`src/rtl/vending_fsm_param.sv`:
```
// vending_fsm_param
//   Coin-operated vending controller. Coins are counted in half-units and
//   accumulate as credit while the controller is in IDLE. When the credit
//   reaches the item price, it issues one vend pulse. Any excess becomes change.
//   A cancel request refunds the whole credit instead. Change and refunds are
//   paid out one half-unit per cycle in the CHANGE state.
//
// Parameters
//   PRICE_HALVES  item price in half-units (5 = 2.5)
//   CREDIT_W      width of the credit and change counters; must satisfy
//                 2**CREDIT_W > PRICE_HALVES + 6
//   CNT_W         width of the sold-item counter (wraps)
//
// Ports
//   sys_clk        rising-edge clock
//   sys_rst        synchronous active-high reset
//   pi_money_half  half-unit coin this cycle (1 half-unit)
//   pi_money_one   one-unit coin this cycle (2 half-units)
//   pi_money_two   two-unit coin this cycle (4 half-units)
//   pi_cancel      refund request
//   po_cola        registered one-cycle vend pulse
//   po_money       registered pulse, one half-unit of change per high cycle
//   po_busy        high while paying out change (state is not IDLE)
//   po_credit      accumulated credit in half-units
//   po_sold_cnt    items vended since reset, wraps modulo 2**CNT_W
module vending_fsm_param #(
  parameter int PRICE_HALVES = 5,
  parameter int CREDIT_W     = 4,
  parameter int CNT_W        = 16
) (
  input  logic                sys_clk,
  input  logic                sys_rst,
  input  logic                pi_money_half,
  input  logic                pi_money_one,
  input  logic                pi_money_two,
  input  logic                pi_cancel,
  output logic                po_cola,
  output logic                po_money,
  output logic                po_busy,
  output logic [CREDIT_W-1:0] po_credit,
  output logic [CNT_W-1:0]    po_sold_cnt
);

  typedef enum logic {
    IDLE   = 1'b0,
    CHANGE = 1'b1
  } state_t;

  localparam logic [CREDIT_W-1:0] PRICE = CREDIT_W'(PRICE_HALVES);

  state_t              state;
  logic [CREDIT_W-1:0] credit;
  logic [CREDIT_W-1:0] chg;
  logic [CREDIT_W-1:0] sum;

  // Value of the coins presented this cycle. Simultaneous coins all count.
  // The parameter rule on CREDIT_W makes sure credit + 7 cannot overflow.
  function automatic logic [CREDIT_W-1:0] coin_value(input logic half,
                                                     input logic one,
                                                     input logic two);
    logic [CREDIT_W-1:0] v;
    v = '0;
    if (half) v = v + CREDIT_W'(1);
    if (one)  v = v + CREDIT_W'(2);
    if (two)  v = v + CREDIT_W'(4);
    return v;
  endfunction

  always_comb begin
    sum = credit + coin_value(pi_money_half, pi_money_one, pi_money_two);
  end

  always_ff @(posedge sys_clk) begin
    if (sys_rst) begin
      state       <= IDLE;
      credit      <= '0;
      chg         <= '0;
      po_cola     <= 1'b0;
      po_money    <= 1'b0;
      po_sold_cnt <= '0;
    end else begin
      po_cola  <= 1'b0;
      po_money <= 1'b0;
      case (state)
        IDLE: begin
          // Cancel wins over a vend in the same cycle. Cancel with nothing
          // inserted leaves everything as it is.
          if (pi_cancel) begin
            if (sum != '0) begin
              credit <= '0;
              chg    <= sum;
              state  <= CHANGE;
            end
          end else if (sum >= PRICE) begin
            po_cola     <= 1'b1;
            credit      <= '0;
            chg         <= sum - PRICE;
            po_sold_cnt <= po_sold_cnt + CNT_W'(1);
            state       <= (sum != PRICE) ? CHANGE : IDLE;
          end else begin
            credit <= sum;
          end
        end
        CHANGE: begin
          // Coins and cancel are ignored while paying out.
          po_money <= 1'b1;
          chg      <= chg - CREDIT_W'(1);
          if (chg == CREDIT_W'(1)) state <= IDLE;
        end
        default: state <= IDLE;
      endcase
    end
  end

  assign po_busy   = (state == CHANGE);
  assign po_credit = credit;

endmodule

```
`config.mk`:
```
export PLATFORM = sky130hd
export DESIGN_NAME = vending_fsm_param
export DESIGN_NICKNAME = d
export VERILOG_FILES = /design/src/rtl/vending_fsm_param.sv
export SDC_FILE = /design/constraint.sdc
export NUM_CORES = 1
export LEC_CHECK = 0
export CORE_UTILIZATION = 51
export CTS_BUF_LIST = sky130_fd_sc_hd__clkbuf_4
export DETAILED_ROUTE_END_ITERATION = 7
export GPL_TIMING_DRIVEN = 1
export PLACE_DENSITY_LB_ADDON = 0.2
export SLEW_MARGIN = 20
export SYNTH_ARGS = -nofsm -noshare
export SYNTH_HDL_FRONTEND = slang
export SYNTH_SLANG_ARGS = --single-unit
```
`constraint.sdc`:
```
create_clock -name sys_clk -period 3.3 [get_ports sys_clk]
set_input_delay 0.33 -clock sys_clk [delete_from_list [all_inputs] [get_ports sys_clk]]
set_output_delay 0.33 -clock sys_clk [all_outputs]
set_load 0.1 [all_outputs]
```
==> flow_summary.json <==
{
  "r2r-end": "po_sold_cnt[11]$_SDFFE_PP0P_",
  "clkSlewWorstSetupHoldPaths_ps": 160,
  "yosysWarnings": 0,
  "pin_count": 29,
  "ctsRootBufferMaster": "clkbuf_4",
  "whs_path_depth": 2,
  "use_met1": 0.270,
  "die_h_um": 58.5,
  "regToRegSetupSlack_ps": 560,
  "cp_top_family": "adder cells",
  "setup_viol": 0,
  "power_density_nw_per_um2": 423,
  "fin_ws_ps": 485,
  "cts_resized": 0,
  "end_kind": "flop",
  "drt-initial-drc-count": 48,
  "worstMarginPinSlew_ps": 1010,
  "holdCritPathClass": "flop to flop",
  "numCtsBuffers": 3,
  "grt_max_degree": 37,
  "start_kind": "input pin",
  "path_class": "input pin to flop",
  "dp_slack_ps": 135,
  "grt_usage": 0.197,
  "drt-wirelength-per-cell_um": 13.2,
  "synth.distinct_cells": 49,
  "die_area_um2": 3420,
  "cts_tree": "built",
  "initial_core_util": 0.534,
  "htreeDepth": 1,
  "ys_ff_latch": 27,
  "min_to": "po_sold_cnt[15]$_SDFFE_PP0P_",
  "leakage_nw": 0.696,
  "slowest_delay_ps": 700,
  "use_met2": 0.322,
  "syn2layout_area_growth_pct": 18.7,
  "clk_latency_ps": 330,
  "grt_overflow": 0,
  "drive_gt1_frac": 0.0962,
  "cts_hold_buf": 0,
  "grt_setup_unrepaired": "false",
  "antenna_found_initial": 0,
  "vias": 1435,
  "total_power_w": 0.000818,
  "drt-total-wl_mm": 3.32,
  "timing.rr.start": "po_credit[0]$_SDFFE_PP0P_",
  "finalCritPeriodShare": 0.853,
  "crit_top_cell": "ha_1",
  "synth_cells": 185,
  "fin_worst_skew_ps": 2.84,
  "synth_area_per_cell_um2": 8.81,
  "diodes": 0,
  "synth_nets": 201,
  "required_ps": 3550,
  "portBuffers": 28,
  "outcome": "finished, final reports clean",
  "synthesis.area_um2": 1630,
  "hp-start": "po_sold_cnt[15]$_SDFFE_PP0P_",
  "drtPass1Iterations": 4,
  "fmax_mhz": 355,
  "num_rows": 20,
  "multiInputGateArea_um2": 993,
  "async_reset_ff_frac": 0,
  "irDropWorstVdd_mv": 0.203,
  "path_cells": "clkdlybuf4s50_1 > ha_1 > fa_1 > inv_1 > ha_1 > nand2b_1 > a22oi_4 > or4_2 > a21oi_1",
  "finalSetupTns_ps": 0,
  "crit_arrival_ps": 3060,
  "fillCellCount": 278,
  "busiest_layer": "met2",
  "fin_crit_ps": 2810,
  "path_buf_inv": 2,
  "dp_hpwl_mm": 2.39,
  "detail-route-antenna-nets": 0,
  "die_w_um": 58.5,
  "grt_pass1_wl_mm": 5.31,
  "viasPerCell": 5.69,
  "finalHoldViolCount": 0,
  "nets": 225,
  "reg2regPathDepth": 8,
  "cts.sinks": 27,
  "regArea_um2": 541,
  "drc": 0,
  "grtUsageMet3": 0.0308,
  "relSlewSlack": 0.321,
  "cts_buffer_depth": 2,
  "synth-edff-count": 0,
  "gp_congestion": 0.786,
  "core_area_um2": 3050,
  "seq_area_frac_synth": 0.332,
  "postCtsSetupBuffers": 0,
  "cp_max_fo": 36,
  "crit_slowest_cell": "or4_2",
  "maxSlewViolCount": 0,
  "grt_pass1_vias": 1226,
  "cap_violations": 0,
  "synth_flop_cell": "dfxtp_1"
}
## state kept, by name, summed over array words and instances, names as in the netlist
register     count
po_sold_cnt     16
chg              4
po_credit        4
po_busy          1
po_cola          1
po_money         1
## stage by stage
stage,utilization,std cells,hold WS [ps],cell area [µm²]
2_1_floorplan,-,185,525,1630
3_3_place_gp,0.624,248,476,1900
3_5_place_dp,0.624,248,482,1900
4_1_cts,0.634,252,505,1930
5_1_grt,0.634,252,534,1930
6_report,0.634,252,500,1930
## worst max path at each step
stage	start	to	slack, ps	depth (start not counted)
after CTS	pi_money_half	po_sold_cnt[11]$_SDFFE_PP0P_	520	9
after floorplan	po_credit[0]$_SDFFE_PP0P_	po_sold_cnt[11]$_SDFFE_PP0P_	230	8
after global routing	pi_money_half	po_sold_cnt[11]$_SDFFE_PP0P_	350	9
after detailed placement	pi_money_half	po_sold_cnt[11]$_SDFFE_PP0P_	130	9
final	pi_money_half	po_sold_cnt[11]$_SDFFE_PP0P_	490	9
after global placement	pi_money_half	po_sold_cnt[13]$_SDFFE_PP0P_	260	9
## Yosys cell counts, drive strengths merged (2+ instances only)
library cell | instances | area, µm²
a21oi | 24 | 120
nand3 | 9 | 45.0
dfxtp | 27 | 541
clkbuf | 5 | 18.8
nor2 | 9 | 33.8
xnor2 | 2 | 17.5
mux2i | 3 | 30.0
nand4 | 4 | 25.0
o21ai | 15 | 86.3
and3 | 3 | 25.0
o31ai | 5 | 37.5
inv | 8 | 30.0
or4 | 5 | 40.0
xor2 | 2 | 17.5
or3 | 11 | 75.1
nor3 | 5 | 25.0
a31oi | 2 | 12.5
buf | 5 | 46.3
or2 | 2 | 12.5
nand2 | 9 | 33.8
ha | 9 | 113
a21o | 2 | 15.0
nor3b | 3 | 33.8
## power breakdown
part	leakage (nW)	total, W	internal, W	switching (W)
sequential	0.219	0.000379	0.000348	0.0000303
clock	0.0139	0.000154	0.0000464	0.000107
combinational	0.463	0.000286	0.0000941	0.000192
## layout by cell type (no fill, tap or decap), types with 8 or more instances in the layout
cell             count
dfxtp_1             27
clkdlybuf4s50_1     27
or3_1                9
ha_1                 9
inv_1                8
nor2_1               9
o21ai_1              9
a21oi_1             24
nand2_1              9
nand3_1              9
## area by class of cell
type / count / area share
Multi-Input combinational cell: 140 / 0.514
Sequential cell: 27 / 0.279
Timing Repair Buffer: 29 / 0.147
Tap cell: 44 / 0.0285
Inverter: 8 / 0.0155
Clock buffer: 3 / 0.0116
Clock inverter: 1 / 0.00388
## worst reg2reg max path: stages, from the launching register on
cell and delay [ps]:
dfxtp_1 350, ha_1 210, fa_1 530, inv_1 100, ha_1 240, nand2b_1 140, a22oi_4 220, or4_2 700
a21oi_1 180
## kinds of logic after synthesis
group,synth area share
AND/OR/NAND/NOR,0.260
adder cells (fa/ha/maj),0.0814
AO/OA/AOI/OAI,0.214
flip-flops,0.332
multiplexers,0.0184
XOR/XNOR,0.0353
buffers and inverters,0.0584
## per-layer routing
layer | part of all wire | vias to the layer above
met5 | 0 | -
met4 | 0.0024 | 0
met3 | 0.031 | 2
met2 | 0.47 | 23
met1 | 0.50 | 681
li1 | - | 729
No activity file was read; power rests on OpenSTA's default activity.
